### src/rtl/bfly_pkg.sv
// Shared types, component indices and fixed-point helpers for the radix-2 butterfly pipeline.
package bfly_pkg;

    localparam int RE     = 0;
    localparam int IM     = 1;
    localparam int WIDE_W = 64;

    typedef logic signed [WIDE_W-1:0] wide_t;

    typedef struct packed {
        wide_t re;
        wide_t im;
    } cplx_wide_t;

    // Round half toward +inf, then drop frac fractional bits.
    function automatic wide_t round_shr(input wide_t v, input int frac);
        wide_t half;
        half = wide_t'(1) <<< (frac - 1);
        return (v + half) >>> frac;
    endfunction

    function automatic logic sat_ovf(input wide_t v, input int w);
        wide_t hi;
        wide_t lo;
        hi = (wide_t'(1) <<< (w - 1)) - wide_t'(1);
        lo = -(wide_t'(1) <<< (w - 1));
        return (v > hi) || (v < lo);
    endfunction

    function automatic wide_t sat_clip(input wide_t v, input int w);
        wide_t hi;
        wide_t lo;
        hi = (wide_t'(1) <<< (w - 1)) - wide_t'(1);
        lo = -(wide_t'(1) <<< (w - 1));
        if (v > hi)
            return hi;
        else if (v < lo)
            return lo;
        else
            return v;
    endfunction

endpackage

### src/rtl/cplx_rot_mul.sv
// Registered complex rotation: full-precision multiply, round-half-up, saturate to IN_W or IN_W-1 bits.
module cplx_rot_mul
    import bfly_pkg::*;
#(
    parameter int IN_W      = 17,
    parameter int TW_W      = 16,
    parameter int FRAC_BITS = 15
) (
    input  logic                   clk_i,
    input  logic                   en_i,
    input  logic                   narrow_i,
    input  logic signed [IN_W-1:0] x_i  [2],
    input  logic signed [TW_W-1:0] tw_i [2],
    output logic signed [IN_W-1:0] y_o  [2],
    output logic                   sat_o
);

    localparam int PROD_W = IN_W + TW_W + 1;

    logic signed [PROD_W-1:0] xr, xi, tr, ti;
    logic signed [PROD_W-1:0] p_re, p_im;
    cplx_wide_t               rnd;
    int                       lim_w;
    logic signed [IN_W-1:0]   y_d [2];
    logic                     sat_d;
    logic signed [IN_W-1:0]   y_q [2];
    logic                     sat_q;

    always_comb begin
        xr    = PROD_W'(x_i[RE]);
        xi    = PROD_W'(x_i[IM]);
        tr    = PROD_W'(tw_i[RE]);
        ti    = PROD_W'(tw_i[IM]);
        p_re  = xr * tr - xi * ti;
        p_im  = xr * ti + xi * tr;
        rnd.re = round_shr(wide_t'(p_re), FRAC_BITS);
        rnd.im = round_shr(wide_t'(p_im), FRAC_BITS);
        // DIT operands are one bit narrower, so their rotation clips one bit earlier.
        lim_w  = narrow_i ? IN_W - 1 : IN_W;
        sat_d  = sat_ovf(rnd.re, lim_w) | sat_ovf(rnd.im, lim_w);
        y_d[RE] = IN_W'(sat_clip(rnd.re, lim_w));
        y_d[IM] = IN_W'(sat_clip(rnd.im, lim_w));
    end

    always_ff @(posedge clk_i) begin
        if (en_i) begin
            y_q   <= y_d;
            sat_q <= sat_d;
        end
    end

    assign y_o   = y_q;
    assign sat_o = sat_q;

endmodule

### src/rtl/bfly_pipe.sv
// Three-stage radix-2 butterfly (DIT/DIF per transaction) with valid/ready flow control.
module bfly_pipe
    import bfly_pkg::*;
#(
    parameter int DATA_WIDTH = 16,
    parameter int FRAC_BITS  = 15,
    parameter int TAG_WIDTH  = 8
) (
    input  logic                         clk_i,
    input  logic                         rst_ni,
    input  logic                         in_valid_i,
    output logic                         in_ready_o,
    input  logic signed [DATA_WIDTH-1:0] twid_i [2],
    input  logic signed [DATA_WIDTH-1:0] a_i    [2],
    input  logic signed [DATA_WIDTH-1:0] b_i    [2],
    input  logic                         dif_i,
    input  logic                         scale_i,
    input  logic        [TAG_WIDTH-1:0]  tag_i,
    output logic                         out_valid_o,
    input  logic                         out_ready_i,
    output logic signed [DATA_WIDTH:0]   a_o    [2],
    output logic signed [DATA_WIDTH:0]   b_o    [2],
    output logic        [TAG_WIDTH-1:0]  tag_o,
    output logic                         sat_o
);

    localparam int XW = DATA_WIDTH + 1;

    logic vld_p1_q, vld_p2_q, vld_p3_q;
    logic ld_p1, ld_p2, ld_p3;

    assign ld_p3      = !vld_p3_q || out_ready_i;
    assign ld_p2      = !vld_p2_q || ld_p3;
    assign ld_p1      = !vld_p1_q || ld_p2;
    assign in_ready_o = ld_p1;

    always_ff @(posedge clk_i or negedge rst_ni) begin
        if (!rst_ni) begin
            vld_p1_q <= 1'b0;
            vld_p2_q <= 1'b0;
            vld_p3_q <= 1'b0;
        end else begin
            if (ld_p1) vld_p1_q <= in_valid_i;
            if (ld_p2) vld_p2_q <= vld_p1_q;
            if (ld_p3) vld_p3_q <= vld_p2_q;
        end
    end

    // ---- S1: DIF pre-add/subtract, DIT pass-through ----
    logic signed [XW-1:0]         u_d [2], x_d [2];
    logic signed [XW-1:0]         u_p1_q [2], x_p1_q [2];
    logic signed [DATA_WIDTH-1:0] tw_p1_q [2];
    logic                         dif_p1_q, scale_p1_q;
    logic        [TAG_WIDTH-1:0]  tag_p1_q;

    always_comb begin
        for (int k = 0; k < 2; k++) begin
            u_d[k] = dif_i ? XW'(a_i[k]) + XW'(b_i[k]) : XW'(a_i[k]);
            x_d[k] = dif_i ? XW'(a_i[k]) - XW'(b_i[k]) : XW'(b_i[k]);
        end
    end

    always_ff @(posedge clk_i) begin
        if (ld_p1 && in_valid_i) begin
            u_p1_q     <= u_d;
            x_p1_q     <= x_d;
            tw_p1_q    <= twid_i;
            dif_p1_q   <= dif_i;
            scale_p1_q <= scale_i;
            tag_p1_q   <= tag_i;
        end
    end

    // ---- S2: rotation, plus sideband carried alongside ----
    logic                         en_p2;
    logic signed [XW-1:0]         wr_p2 [2];
    logic                         wsat_p2;
    logic signed [XW-1:0]         u_p2_q [2];
    logic                         dif_p2_q, scale_p2_q;
    logic        [TAG_WIDTH-1:0]  tag_p2_q;

    assign en_p2 = ld_p2 && vld_p1_q;

    cplx_rot_mul #(
        .IN_W      (XW),
        .TW_W      (DATA_WIDTH),
        .FRAC_BITS (FRAC_BITS)
    ) u_rot (
        .clk_i    (clk_i),
        .en_i     (en_p2),
        .narrow_i (!dif_p1_q),
        .x_i      (x_p1_q),
        .tw_i     (tw_p1_q),
        .y_o      (wr_p2),
        .sat_o    (wsat_p2)
    );

    always_ff @(posedge clk_i) begin
        if (en_p2) begin
            u_p2_q     <= u_p1_q;
            dif_p2_q   <= dif_p1_q;
            scale_p2_q <= scale_p1_q;
            tag_p2_q   <= tag_p1_q;
        end
    end

    // ---- S3: DIT post-add/subtract, optional halving, output registers ----
    logic signed [XW-1:0] va, vb;
    wide_t                ra, rb;
    logic signed [XW-1:0] a_d [2], b_d [2];
    logic                 sat_d;
    logic signed [XW-1:0] a_q [2], b_q [2];
    logic [TAG_WIDTH-1:0] tag_q;
    logic                 sat_q;

    always_comb begin
        va    = '0;
        vb    = '0;
        ra    = '0;
        rb    = '0;
        sat_d = wsat_p2;
        for (int k = 0; k < 2; k++) begin
            if (dif_p2_q) begin
                va = u_p2_q[k];
                vb = wr_p2[k];
            end else begin
                va = u_p2_q[k] + wr_p2[k];
                vb = u_p2_q[k] - wr_p2[k];
            end
            ra = scale_p2_q ? round_shr(wide_t'(va), 1) : wide_t'(va);
            rb = scale_p2_q ? round_shr(wide_t'(vb), 1) : wide_t'(vb);
            sat_d  = sat_d | sat_ovf(ra, XW) | sat_ovf(rb, XW);
            a_d[k] = XW'(sat_clip(ra, XW));
            b_d[k] = XW'(sat_clip(rb, XW));
        end
    end

    always_ff @(posedge clk_i or negedge rst_ni) begin
        if (!rst_ni) begin
            for (int k = 0; k < 2; k++) begin
                a_q[k] <= '0;
                b_q[k] <= '0;
            end
            tag_q <= '0;
            sat_q <= 1'b0;
        end else if (ld_p3 && vld_p2_q) begin
            a_q   <= a_d;
            b_q   <= b_d;
            tag_q <= tag_p2_q;
            sat_q <= sat_d;
        end
    end

    assign out_valid_o = vld_p3_q;
    assign a_o         = a_q;
    assign b_o         = b_q;
    assign tag_o       = tag_q;
    assign sat_o       = sat_q;

endmodule

### config.mk
export PLATFORM = sky130hd
export DESIGN_NAME = bfly_pipe
export DESIGN_NICKNAME = d
export VERILOG_FILES = /design/src/rtl/bfly_pkg.sv /design/src/rtl/cplx_rot_mul.sv /design/src/rtl/bfly_pipe.sv
export SDC_FILE = /design/constraint.sdc
export NUM_CORES = 2
export LEC_CHECK = 0
export ABC_CLOCK_PERIOD_IN_PS = 12300
export CAP_MARGIN = 10
export CORE_MARGIN = 2
export CORE_UTILIZATION = 45
export CTS_BUF_LIST = sky130_fd_sc_hd__clkbuf_4 sky130_fd_sc_hd__clkbuf_8 sky130_fd_sc_hd__clkbuf_16
export DETAILED_ROUTE_END_ITERATION = 6
export PLACE_DENSITY = 0.7
export SYNTH_ARGS = -nofsm -noshare
export SYNTH_HDL_FRONTEND = slang
export SYNTH_SLANG_ARGS = --single-unit
### constraint.sdc
create_clock -name clk_i -period 12.3 [get_ports clk_i]
set_clock_uncertainty 0.05 [all_clocks]
set_input_delay 2.46 -clock clk_i [delete_from_list [all_inputs] [get_ports clk_i]]
set_output_delay 2.46 -clock clk_i [all_outputs]
set_load 0.01 [all_outputs]
# [Yosys cells after proc, flatten, opt, wreduce, memory -nomap -nowiden]
# Cells that the tools add are included.
# Widths: inputs -> output; s select.
[word_totals] word_cells=107 input_bits=110 out_inout_bits=79 register_bits=269
[classes] magnitude_cmp=12 bitwise=5 multipliers=4 n_addsub=19 n_shift=1 muxes=25 reduce_logical=15
[ops] op="$mux 17" count=20
[ops] op="$gt 64x17->1 const B" count=4
[ops] op="$lt 64x17->1 const B" count=4
[ops] op="$mux 64" count=4
[ops] op="$mul 17x16->33" count=4
[ops] op="$gt 20x64->1" count=2
[ops] op="$lt 20x64->1" count=2
[ops] op="$add 17x2->18 const B" count=4
[ops] op="$add 34x16->35 const B" count=2
[ops] op="$neg 64->64" count=1
[ops] op="$sshl 2x32->64 const A" count=1
[ops] op="$sub 64x2->64 const B" count=1
[ops] op="$add 16x16->17" count=2
[ops] op="$add 17x17->17" count=2
[ops] op="$add 33x33->34" count=1
[ops] op="$sub 16x16->17" count=2
[ops] op="$sub 17x17->17" count=2
[ops] op="$sub 33x33->34" count=1
[ops] op="$sub 32x2->32 const B" count=1
[ops] op="$logic_or 1x1->1" count=9
[ops] op="$or 1x1->1" count=5
[ops] op="$logic_and 1x1->1" count=3
[ops] op="$logic_not 1->1" count=3
[ops] op="$mux 1" count=1

# [Depth between registers and ports, before layout]
[depth] depth_word=10 mapped_depth=39 mapped_depth_nobuf=37

# [Hierarchy]
# A second synthesis with hierarchy kept.
[hier_totals] cells_unflattened=6595 hier_area_um2=61586.6
[modules_own_cells] module="cplx_rot_mul" n_inst=1 cells_per_inst=4720 area_per_inst_um2=44445.1 seq_area_each_um2=1051.0
[modules_own_cells] module="bfly_pipe" n_inst=1 cells_per_inst=1875 area_per_inst_um2=17141.4 seq_area_each_um2=6626.4

# [Worst setup path before layout]
# No wires, ideal clock.
[synth_path] kind="reg2reg" from="reg tw_p1_q[1] (netlist bit)" to="reg u_rot.y_q (netlist bit u_rot.y_o[32]), data pin" setup_ns=0.264 period_less_slack_ns=9.955 slack_ns=2.345 t_required_ns=11.986 stages_incl_launch_ff=37 n_path_buf=1 arrival_time_ns=9.641 path_cell_list="edfxtp_1 clkbuf_1 nand2_1 inv_1 fa_1 inv_1 fa_1 inv_1 fa_1 inv_1 fa_1 fa_1 fa_1 fa_1 inv_1 fa_1 inv_1 ha_1 a21o_1 a21o_1 a221o_1 a21o_1 a31o_4 a211oi_4 a21oi_1 o21a_1 o31a_2 ha_1 nor2_1 nand4_1 nor4_1 nand4_1 nor4_1 a41oi_1 o31ai_4 nor2b_4 o31ai_2"
[synth_rtl] element="start, declared" line="bfly_pipe.sv:52" text="logic signed [DATA_WIDTH-1:0] tw_p1_q [2];"
[synth_rtl] element="start signal, assigned" line="bfly_pipe.sv:67" text="tw_p1_q <= twid_i;"
[synth_rtl] element="end signal, assigned" line="cplx_rot_mul.sv:47" text="y_q <= y_d;"
[synth_rtl] element="end, declared" line="cplx_rot_mul.sv:26" text="logic signed [IN_W-1:0] y_q [2];"

# [Final worst setup path]
[layout_path] from="reg tw_p1_q[20] (netlist bit)" to="reg u_rot.sat_q (netlist: u_rot.sat_o), data pin"
[layout_via] elab_chain_len=6 elab_cells_between_ends=13 classes_between="4 x add/sub; 2 x mul; 4 x order compare; 1 x bitwise; 2 x reduce/logical"
[layout_lines] element="$mul 17x16->33, on equally long branches" line="cplx_rot_mul.sv:34, cplx_rot_mul.sv:35"
[layout_lines] element="$sub 33x33->34 / $add 33x33->34 (equally long branches)" line="cplx_rot_mul.sv:34, cplx_rot_mul.sv:35"
[layout_lines] element="$add 34x16->35" line="bfly_pkg.sv:19" text="return (v + half) >>> frac;"
[layout_lines] element="$gt 20x64->1 / $lt 20x64->1 (equally long branches)" line="bfly_pkg.sv:27" text="return (v > hi) || (v < lo);"
[layout_lines] element="$logic_or 1x1->1" line="bfly_pkg.sv:27"
[layout_lines] element="$or 1x1->1 *" line="cplx_rot_mul.sv:40" text="sat_d = sat_ovf(rnd.re, lim_w) | sat_ovf(rnd.im, lim_w);"
[layout_lines] element="net u_rot.sat_d" line="cplx_rot_mul.sv:25" text="logic sat_d;"
[layout_lines] element="end signal, assigned" line="cplx_rot_mul.sv:48" text="sat_q <= sat_d;"
[layout_lines] element="end, declared" line="cplx_rot_mul.sv:27" text="logic sat_q;"
# Mark *: on every way through the listed nets, which the timed path passes. The rest lies on a longest branch.
# A chain may end at the register's enable or synchronous reset.

==> results.md <==
- WL final: approximately 160,000 um
- Die X-Extent: about 370 um
- Layout cells sized above 1: roughly 3.6%
- Via count: 43,100
- DRT antenna net count: 0
- Final period utilization: 92.5%
- Outcome: finished clean
- First-pass GRT wire length: 251,000 um
- Critical path class: flip-flop to flip-flop
- Total clock sinks: 269
- Initial DRC count: approximately 2,800
- HP Class: flip-flop to flip-flop
- Syn_nets: 8,200
- Initial Utilization: 45.5%
- Pin count of the biggest net entering global routing: 104
- Crit path top cell by count: fa_1
- Distinct cell type count after synthesis: 93
- Synth Flop Type: edfxtp_1
- Reg2reg start: tw_p1_q[20]
- Worst Path Required: approximately 13 ns
- Hold_sp: u_p1_q[19]
- PortBufs: 188
- Cell Area, Synth: 60,000 um2
- Vias/cell: approximately 5.2
- Slowest-stage cell, CP: edfxtp_1
- Resized Gates After CTS: 0
- Tightest Pin Transition: 1.29 ns
- Clock Latency Late Sink: 0.62 ns
- Final net count: 8,246
- CP Max Fanout: 22
- Fmax: 87.9 MHz
- CP top delay family: adder cells
- Pins Over Slew Limit: 0
- DP Wirelength: ~130,000 um
- Routability cong.: 0.923
- RSZ-0062 raised after global routing: false
- Cell count after synthesis: 6,383
- Slew margin rel.: 14.0%
- Num ports: 189
- GRT Total Usage: 23.6%
- #FFs+latches synth: 269
- Routed len/inst: 19.1 um
- Root Driver: clkbuf_16
- Core Area: 132,000 um2
- R2R Setup Slk: 0.92 ns
- Nature of the critical path endpoint: flip-flop
- Full die area: between 100,000 and 150,000 um2
- Critical Path Max Stage Delay: 1.20 ns
- Yosys warning count: 0
- CP arrival: 11.63 ns
- Final setup fails: 0
- CP startpoint: tw_p1_q[20]
- Antenna violations before repair: 6
- H-tree Lvls: 2
- Max clock buf depth: 3
- Clock transition at the registers of the reported paths: 0.06 ns
- TritonCTS Buffers: 37
- Area Growth Syn to Fin: 8.51%
- Tmin final: 11.38 ns
- Final Util: 49.3%
- Number of global-route vias before repair: 46,000
- Asr flop ratio synth: 29.7%
- WP buf/inv: 5
- Setup Buffers After CTS: 0
- FP Rows: roughly 130
- Grt ovf: 0
- Die Y: 369 um
- DRC: 0
- Setup TNS: 0 ns
- Seq/Total Area, Yosys: 12.8%
- Mean Syn Cell Area: 9.40 um2
- Post-synth EDFFs: 189
- Count of final hold-check violations: 0
- CTS tree: done
- Max cap viols: 0
- Startpoint types: flip-flop
- # hold bufs at CTS: 0
- DRT Pass-1 Iters: 6
==> per-layer routing <==
metal	track usage (%)	share of wire, %	vias up
li1	-	-	19300
met1	30.1	40	22100
met5	0	0.026	-
met4	8.36	4.0	4
met2	40.9	49	1384
met3	3.55	6.9	281
==> kinds of logic (layout without fill, tap and decap cells) <==
family / after synthesis / in the layout / synth area share (%)
buffers and inverters: 1813 / 1887 / 11.4
and+or+nand+nor: 1739 / 1739 / 14.3
adders and majority gates: 1707 / 1707 / 51.4
AOI/OAI and AO/OA: 655 / 655 / 7.11
DFF: 269 / 269 / 12.8
xor gates and xnor gates: 149 / 149 / 2.18
muxes: 51 / 51 / 0.886
other: 0 / 3 / 0
==> layout by cell type, fill, tap and decap left out, drive strengths merged, types with 11 or more instances in the layout <==
cell type      instances
a31oi                 25
or3                   21
nor2                 201
and3                  16
xor2                  36
nor2b                 24
o31ai                 28
a211oi                35
nand2                709
o21bai                29
mux2i                 34
a21oi                166
nand4                 16
fa                  1260
nor3                  56
a211o                 11
mux2                  17
a21boi                11
inv                 1535
and2                 531
edfxtp               189
xnor2                113
clkdlybuf4s50        186
ha                   447
nand3                 50
nand2b                70
a311oi                11
o21a                  24
o21ai                177
o211ai                18
clkbuf                50
buf                  105
dfrtp                 80
a21o                  52
==> metrics by stage <==
| stage | hold WS (ns) | area [um2] | std cells | setup WS (ns) |
|---|---|---|---|---|
| global placement | 0.350 | 63800 | 8144 | 1.29 |
| detailed placement | 0.355 | 63800 | 8144 | 1.09 |
| global route | 0.374 | 65100 | 8213 | 0.509 |
| CTS | 0.368 | 65100 | 8211 | 1.06 |
| finish | 0.367 | 65100 | 8215 | 0.920 |
| floorplan | 0.350 | 60000 | 6383 | 2.34 |
==> final timing paths <==
| path | to | cells past startpoint |
|---|---|---|
| max | u_rot.sat_o | 31 |
| min | u_p2_q[19] | 0 |
| max reg2reg | u_rot.sat_o | 31 |
| min reg2reg | u_p2_q[19] | 0 |
| max in group asynchronous | b_o[6] | 2 |
| min in group asynchronous | b_o[20] | 1 |
==> cell type report <==
| type | count | area [um2] |
|---|---|---|
| Fill cell | 12000 | 66900 |
| Clock buffer | 50 | 1090 |
| Sequential cell | 269 | 7680 |
| Inverter | 1529 | 5740 |
| Multi-Input combinational cell | 4301 | 45500 |
| Antenna cell | 3 | 7.51 |
| Tap cell | 1755 | 2200 |
| Clock inverter | 17 | 200 |
| Timing Repair Buffer | 291 | 2680 |
==> synth_stat cells, drive strengths merged, types with 56 or more instances <==
cell | number | share of area [%]
edfxtp | 189 | 9.5
a21oi | 166 | 1.4
o21ai | 177 | 1.5
fa | 1260 | 42
and2 | 531 | 5.5
nand2 | 709 | 4.4
ha | 447 | 9.3
nor2 | 201 | 1.3
inv | 1527 | 9.6
clkbuf | 266 | 1.7
nand2b | 70 | 0.73
nor3 | 56 | 0.50
xnor2 | 113 | 1.6
dfrtp | 80 | 3.3
==> registers in the layout, indices dropped and copies added, names as in the netlist, 8 cells and up <==
register   cells
a_o           34
u_p1_q        34
tag_o          8
u_rot.y_o     34
b_o           34
tag_p1_q       8
u_p2_q        34
tw_p1_q       32
tag_p2_q       8
x_p1_q        34
Power is not shown: default switching activity piles up to over one toggle a cycle in this logic, so the estimate is an artifact.
